$ cat src/rtl/mips_pkg.sv
// Shared definitions for the MIPS datapath: multiply/divide op encodings,
// sequencer states and the default datapath width.
package mips_pkg;

  localparam int MD_WIDTH = 32;

  typedef enum logic [1:0] {
    MD_MULT  = 2'b00,
    MD_MULTU = 2'b01,
    MD_DIV   = 2'b10,
    MD_DIVU  = 2'b11
  } md_op_e;

  typedef enum logic [1:0] {
    MD_IDLE = 2'b00,
    MD_RUN  = 2'b01,
    MD_FIX  = 2'b10
  } md_state_e;

endpackage

$ cat src/rtl/hilo_reg.sv
// HI/LO architectural register pair. The result port wins over the MTHI/MTLO port.
module hilo_reg
  import mips_pkg::*;
#(
  parameter int WIDTH = MD_WIDTH
) (
  input  logic             Clk,
  input  logic             Reset,
  input  logic             ResWe,
  input  logic [WIDTH-1:0] ResHi,
  input  logic [WIDTH-1:0] ResLo,
  input  logic             MtHiWe,
  input  logic             MtLoWe,
  input  logic [WIDTH-1:0] MtData,
  output logic [WIDTH-1:0] Hi,
  output logic [WIDTH-1:0] Lo
);

  always_ff @(posedge Clk or posedge Reset) begin
    if (Reset) begin
      Hi <= '0;
      Lo <= '0;
    end else if (ResWe) begin
      Hi <= ResHi;
      Lo <= ResLo;
    end else begin
      if (MtHiWe) Hi <= MtData;
      if (MtLoWe) Lo <= MtData;
    end
  end

endmodule

$ cat src/rtl/mult_div_sequencer.sv
// Iterative MULT/MULTU/DIV/DIVU sequencer: WIDTH shift-add or restoring-divide
// steps on a shared 2*WIDTH accumulator, then sign fix-up into HI/LO.
module mult_div_sequencer
  import mips_pkg::*;
#(
  parameter int WIDTH = MD_WIDTH
) (
  input  logic             Clk,
  input  logic             Reset,
  input  logic             Start,
  input  logic [1:0]       Op,
  input  logic [WIDTH-1:0] A,
  input  logic [WIDTH-1:0] B,
  input  logic             MtHi,
  input  logic             MtLo,
  input  logic [WIDTH-1:0] MtData,
  output logic             Busy,
  output logic             Done,
  output logic             DivByZero,
  output logic [WIDTH-1:0] Hi,
  output logic [WIDTH-1:0] Lo
);

  localparam int CW = $clog2(WIDTH + 1);

  md_state_e            state, state_nxt;
  logic [2*WIDTH-1:0]   acc, acc_step;
  logic [WIDTH-1:0]     opnd, a_orig;
  logic [CW-1:0]        count;
  logic                 is_div, neg_res, neg_rem, b_zero;
  logic                 done_q, dbz_q;

  logic                 idle, accept, last_step, in_signed, sa, sb, in_div;
  logic [WIDTH-1:0]     a_abs, b_abs, quo, rem, res_hi, res_lo;
  logic [WIDTH:0]       mul_sum, div_trial;
  logic [2*WIDTH-1:0]   prod;

  assign idle      = (state == MD_IDLE);
  assign accept    = idle && Start;
  assign last_step = (count == CW'(WIDTH - 1));

  assign in_div    = Op[1];
  assign in_signed = ~Op[0];
  assign sa        = in_signed && A[WIDTH-1];
  assign sb        = in_signed && B[WIDTH-1];
  assign a_abs     = sa ? -A : A;
  assign b_abs     = sb ? -B : B;

  // Multiply adds the multiplicand into the upper half and shifts right;
  // divide shifts left and subtracts the divisor when it fits.
  assign mul_sum   = {1'b0, acc[2*WIDTH-1:WIDTH]} + (acc[0] ? {1'b0, opnd} : '0);
  assign div_trial = acc[2*WIDTH-1:WIDTH-1] - {1'b0, opnd};

  always_comb begin
    acc_step = {mul_sum, acc[WIDTH-1:1]};
    if (is_div) begin
      if (div_trial[WIDTH]) acc_step = {acc[2*WIDTH-2:0], 1'b0};
      else                  acc_step = {div_trial[WIDTH-1:0], acc[WIDTH-2:0], 1'b1};
    end
  end

  assign prod = neg_res ? -acc : acc;
  assign quo  = acc[WIDTH-1:0];
  assign rem  = acc[2*WIDTH-1:WIDTH];

  always_comb begin
    res_hi = prod[2*WIDTH-1:WIDTH];
    res_lo = prod[WIDTH-1:0];
    if (is_div) begin
      if (b_zero) begin
        res_hi = a_orig;
        res_lo = '1;
      end else begin
        res_hi = neg_rem ? -rem : rem;
        res_lo = neg_res ? -quo : quo;
      end
    end
  end

  always_ff @(posedge Clk or posedge Reset) begin
    if (Reset) state <= MD_IDLE;
    else       state <= state_nxt;
  end

  always_comb begin
    state_nxt = state;
    case (state)
      MD_IDLE: if (Start) state_nxt = MD_RUN;
      MD_RUN:  if (last_step) state_nxt = MD_FIX;
      MD_FIX:  state_nxt = MD_IDLE;
      default: state_nxt = MD_IDLE;
    endcase
  end

  always_ff @(posedge Clk or posedge Reset) begin
    if (Reset) begin
      acc     <= '0;
      opnd    <= '0;
      a_orig  <= '0;
      count   <= '0;
      is_div  <= 1'b0;
      neg_res <= 1'b0;
      neg_rem <= 1'b0;
      b_zero  <= 1'b0;
      done_q  <= 1'b0;
      dbz_q   <= 1'b0;
    end else begin
      done_q <= (state == MD_FIX);
      dbz_q  <= (state == MD_FIX) && is_div && b_zero;
      if (accept) begin
        acc     <= {{WIDTH{1'b0}}, (in_div ? a_abs : b_abs)};
        opnd    <= in_div ? b_abs : a_abs;
        a_orig  <= A;
        count   <= '0;
        is_div  <= in_div;
        neg_res <= sa ^ sb;
        neg_rem <= sa;
        b_zero  <= (B == '0);
      end else if (state == MD_RUN) begin
        acc   <= acc_step;
        count <= count + CW'(1);
      end
    end
  end

  hilo_reg #(.WIDTH(WIDTH)) u_hilo (
    .Clk    (Clk),
    .Reset  (Reset),
    .ResWe  (state == MD_FIX),
    .ResHi  (res_hi),
    .ResLo  (res_lo),
    .MtHiWe (MtHi && idle && !Start),
    .MtLoWe (MtLo && idle && !Start),
    .MtData (MtData),
    .Hi     (Hi),
    .Lo     (Lo)
  );

  assign Busy      = !idle;
  assign Done      = done_q;
  assign DivByZero = dbz_q;

endmodule

$ cat config.mk
export PLATFORM = sky130hd
export DESIGN_NAME = mult_div_sequencer
export DESIGN_NICKNAME = d
export VERILOG_FILES = /design/src/rtl/mips_pkg.sv /design/src/rtl/hilo_reg.sv /design/src/rtl/mult_div_sequencer.sv
export SDC_FILE = /design/constraint.sdc
export NUM_CORES = 1
export LEC_CHECK = 0
export BUFFER_PORTS_ARGS = -buffer_cell sky130_fd_sc_hd__buf_4
export CAP_MARGIN = 0
export CORE_MARGIN = 2
export CORE_UTILIZATION = 25
export CTS_CLUSTER_SIZE = 20
export DETAILED_ROUTE_END_ITERATION = 10
export GPL_TIMING_DRIVEN = 0
export SLEW_MARGIN = 0
export SYNTH_ARGS = -nofsm -noshare
export SYNTH_HDL_FRONTEND = slang
export SYNTH_HIERARCHICAL = 1
export SYNTH_SLANG_ARGS = --single-unit
export TNS_END_PERCENT = 50
$ cat constraint.sdc
create_clock -name Clk -period 5.7 [get_ports Clk]
set_input_delay 1.14 -clock Clk [delete_from_list [all_inputs] [get_ports Clk]]
set_output_delay 1.14 -clock Clk [all_outputs]
set_load 0.05 [all_outputs]
-- Word level (Yosys, flattened, before mapping)
Cells that the tools add are included.
- ROM bits: 0
- register bits: 206
- latch bits: 0
- memories: 0
- word-level logic and storage cells: 70
- output and inout bits: 67
- input port bits: 103
- RAM bits: 0
- multipliers: 0
- div/mod/pow operators: 0
- shifts and indexed selects: 0
- reduce and logical (&&, ||, !) cells: 17
- magnitude comparators: 0
- add/subtract/negate cells: 8
- equal/unequal tests: 5
- bitwise logic cells: 2
- muxes and demuxes: 25
- operator list (operator ; number):
    $mux 32 ; 15
    $mux 64 ; 5
    $neg 32->32 ; 4
    $neg 64->64 ; 1
    $add 32x32->33 ; 1
    $sub 33x32->33 ; 1
    $logic_not 32->1 ; 1
    $mux 6 ; 2
    $logic_and 1x1->1 ; 9
    $add 6x1->6 const B ; 1
    $eq 6x5->1 const B ; 1
    $reduce_bool 2->1 ; 3
    $mux 2 ; 2
    $ne 2x2->1 const B ; 2
    $pmux 2 s2 ; 1
    $eq 2x1->1 const B ; 1
    $eq 2x2->1 const B ; 1
    $logic_not 1->1 ; 2
    $logic_not 2->1 ; 1
    $reduce_and 2->1 ; 1
    $not 1->1 ; 1
    $xor 1x1->1 ; 1

-- Logic depth before layout (Yosys ltp)
- depth in word-level cells: 5
- depth in mapped cells: 15
- gate-level depth less buffers: 13

-- By module
The synthesis kept the hierarchy.
- modules (own cells, without submodules) (module ; cells each ; seq. area each (um^2) ; times used ; area each (um^2)):
    mult_div_sequencer ; 1986 ; 3553.4 ; 1 ; 14447.6
    hilo_reg ; 279 ; 1601.5 ; 1 ; 3019.1

-- Least setup slack after synthesis
No wires, ideal clock.
- path kind: in2reg
- from: in A[2]
- to: reg acc[28]
- slack: 2.326 ns
- data required time: 5.596 ns
- setup time: 0.104 ns
- arrival: 3.270 ns
- cell stages on the path: 10
- path through: or4_1 -> nor3_1 -> and3b_1 -> and4b_1 -> clkbuf_1 -> a31oi_1 -> xnor2_1 -> nand2_1 -> o21ai_0 -> a221oi_1
- cells in the longest elaborated chain, start to end: 4
- ends and longest elaborated chain (what ; RTL line ; source):
    start, declared ; mult_div_sequencer.sv:12 ; input logic [WIDTH-1:0] A,
    $neg 32->32 ; mult_div_sequencer.sv:46 ; assign a_abs = sa ? -A : A;
    $mux 32 ; mult_div_sequencer.sv:46 ;
    $mux 32 ; mult_div_sequencer.sv:111 ; acc <= {{WIDTH{1'b0}}, (in_div ? a_abs : b_abs)};
    $mux 64 ; mult_div_sequencer.sv:110 ; if (accept) begin
    end signal, assigned ; mult_div_sequencer.sv:111 ;
    end signal, assigned ; mult_div_sequencer.sv:120 ; acc <= acc_step;
    end, declared ; mult_div_sequencer.sv:27 ; logic [2*WIDTH-1:0] acc, acc_step;
Every way passes these cells.
A chain may end at the register's enable or synchronous reset.

-- Worst setup path in the final report
- from: reg acc[0]
- to: reg u_hilo.Hi[2]
- cells in the longest elaborated chain, start to end: 4
- ends and longest elaborated chain (what ; RTL line ; source):
    $neg 64->64 ; mult_div_sequencer.sv:62 ; assign prod = neg_res ? -acc : acc;
    $mux 64 ; mult_div_sequencer.sv:62 ;
    $mux 32 ; mult_div_sequencer.sv:69 ; if (is_div) begin
    named net res_hi[2] ; mult_div_sequencer.sv:34 ; logic [WIDTH-1:0] a_abs, b_abs, quo, rem, res_hi, res_lo;
    $mux 32 ; hilo_reg.sv:23 ; end else if (ResWe) begin
    end signal, assigned ; hilo_reg.sv:24 ; Hi <= ResHi;
    end signal, assigned ; hilo_reg.sv:27 ; if (MtHiWe) Hi <= MtData;
    end, declared ; hilo_reg.sv:15 ; output logic [WIDTH-1:0] Hi,
The timed path passes the listed nets, and every way through them passes these cells.

==> impl_metrics.ini <==
[status]
outcome = completed

[clock_network]
clk_latency_ns = 0.58
cts_sinks = 206
cts_tree = done
cts-buffers-inserted = 25
postCtsHoldBufs = 0
cts_root_buffer = clkbuf_16
cts.path.max_buffers = 3
htree_num_levels = 1
cts-resized-gates = 0
post_cts_buffers = 0
cts.clk_slew.worst_paths_ns = 0.06

[power_and_ir_drop]
irDropWorstVdd_mv = 0.2364
power_frac_comb_pct = 62.4
power_frac_clock_pct = 13.7
p_per_area_nw_per_um2 = 561.4
switchingPower_mw = 6.062
p_sw_share_pct = 52.03
p_leak_nw = 8.698
internal-power_mw = 5.588
seqPwrFrac_pct = 23.9

[cells_and_area]
stdcell_count = 3408
areaGrowthSynthToFinish_pct = 18.80
n_antenna_cell = 0
fin_nets = 2636
fin_util_pct = 30.15
drive_above_1_share_pct = 11.47

[route]
drtPass1Iterations = 6
vias_per_cell = 5.419
drcViolationCount = 0
wirelength_um = 77410
dr.first_iter.drc_count = 2337
dr_total_vias = 18470
ant_nets = 0
wire_per_inst_um = 22.71

[timing]
skew_ns = 0.03533
rsz0062_at_grt = no
finalHoldViolCount = 0
fmax_mhz = 207.0
timing.final.crit_share_pct = 84.74
max_slew.worst_pin.slew_ns = 1.038
setup_viol = 0
period_needed_ns = 4.830
relSlewSlack_pct = 30.16
setup_ws_ns = 0.8698
slew_viol_final = 0
holdWs_ns = 0.4791

[yosys]
ys_ff_latch = 206
ys_top_cells_by_count = nand2_1 (356), dfrtp_1 (206), o21ai_0 (205)
yosysTopAreaCell = dfrtp_1
synth_edf_count = 0
synth_fp_nets = 2439
synth_cell_types = 82
synth_top_area_share_pct = 29.51
synth_area_per_cell_um2 = 7.712
syn_inst = 2265
synthTopCellsByArea = dfrtp_1 (30%), nand2_1 (7.7%), mux2i_1 (7.2%)
synth_ff_type = dfrtp_1
synth-async-reset-ratio_pct = 100.0
ys_warn_count = 6
yosysSeqAreaShare_pct = 29.51
synth_area_um2 = 17470
synth_most_common_cell = nand2_1

[critical_path]
critPathKind = register to register
cp_max_fo = 10
worst_ep_required_time_ns = 6.18
start_kind = register
rr_worst_depth = 14
crit_path_end_kind = register
arrival_ns = 5.31

[min_path]
hold_depth = 2
min_path_type = register to register

[die]
io_pins = 170
die_w_um = 268.3
die_y_um = 268.3
initial_utilization_pct = 25.38
rows = 96
coreArea_um2 = 68830
die_area_um2 = 72000

[grt]
grt.total_usage_pct = 21.00
grt_pass1_wl_um = 113600
antenna_found_initial = 1
grt-ovfl-total = 0
grt_start_max_net_pins = 77
grt_pass1_vias = 17180

[placement]
post-place-ws_ns = 1.013
gp_congestion = 1.028
dp_hpwl_um = 61930
dp_cells = 3366
io_buffers = 168

[run]
cap_violations = 0
## flip-flops by register name, indices dropped and copies added (netlist names)
name	count
a_orig	32
neg_res	1
Done	1
is_div	1
u_hilo/Hi	32
opnd	32
DivByZero	1
neg_rem	1
b_zero	1
acc	64
state	2
count	6
u_hilo/Lo	32
## logic make-up after synthesis
family	Yosys count	synth area share, %
mux	125	7.163
xor+xnor	147	7.371
compound gates	735	25.44
buf+inv	225	5.673
fa+ha+maj	71	5.172
simple gates	756	19.67
flops	206	29.51
## final cells by class
class	instances	area, µm²
Clock inverter	13	123.9
Inverter	75	286.5
Multi-Input combinational cell	1834	11320
Fill cell	7504	48080
Clock buffer	29	680.7
Tap cell	931	1165
Buffer	150	709.4
Timing Repair Buffer	170	1309
Sequential cell	206	5155
## worst max-delay path: stages, from the launching register on
cell      delay (ns)
dfrtp_1         0.50
inv_1           0.20
clkbuf_1        0.54
ha_1            0.35
nor2b_1         0.23
nand3_2         0.13
or4_4           0.54
or3_1           0.37
or2_1           0.36
buf_2           0.26
nand2_1         0.31
o21ai_0         0.14
a211oi_1        0.58
nand2_1         0.11
o21ai_1         0.09
## layer usage
| metal | track usage, % | up-vias | share of wire, % |
|---|---|---|---|
| met3 | 4.893 | 152 | 10 |
| met2 | 30.01 | 957 | 41 |
| met5 | 0 | - | 0.017 |
| met4 | 8.093 | 2 | 4.0 |
| li1 | - | 8481 | - |
| met1 | 30.27 | 8875 | 45 |
## final timing paths
path                          from            end  slack (ns)
setup / recovery            acc[0]   u_hilo/Hi[2]        0.87
min in group asynchronous    Reset  u_hilo/Hi[15]        0.74
max in group asynchronous    Reset        opnd[7]        4.12
setup reg to reg            acc[0]   u_hilo/Hi[2]        0.87
hold / removal             opnd[8]        opnd[8]        0.48
hold reg to reg            opnd[8]        opnd[8]        0.48
## placed cells by master, fill, tap and decap left out, types with 69 or more instances in the layout
| cell | instances |
|---|---|
| buf_4 | 169 |
| ha_1 | 69 |
| mux2i_1 | 125 |
| nor2_1 | 176 |
| a21oi_1 | 188 |
| o21ai_0 | 205 |
| xnor2_1 | 73 |
| xor2_1 | 74 |
| inv_1 | 72 |
| dfrtp_1 | 206 |
| clkbuf_1 | 104 |
| nand2_1 | 356 |
## power by group through the flow
stage | Clock, mW | Sequential, mW | Combinational (mW)
2_1_floorplan | 0 | 2.75 | 4.80
3_3_place_gp | 0 | 2.75 | 7.05
3_5_place_dp | 0 | 2.76 | 7.08
4_1_cts | 1.61 | 2.74 | 7.11
5_1_grt | 1.68 | 2.82 | 7.93
6_report | 1.60 | 2.79 | 7.27
## stage by stage
step	setup TNS [ns]	area (µm²)	power, mW
5_1_grt	0	20750	12.43
3_5_place_dp	0	19950	9.840
2_1_floorplan	0	17470	7.554
6_report	0	20750	11.65
4_1_cts	0	20750	11.46
3_3_place_gp	-200.84	19890	9.802
Power figures use the tool's default switching activity.
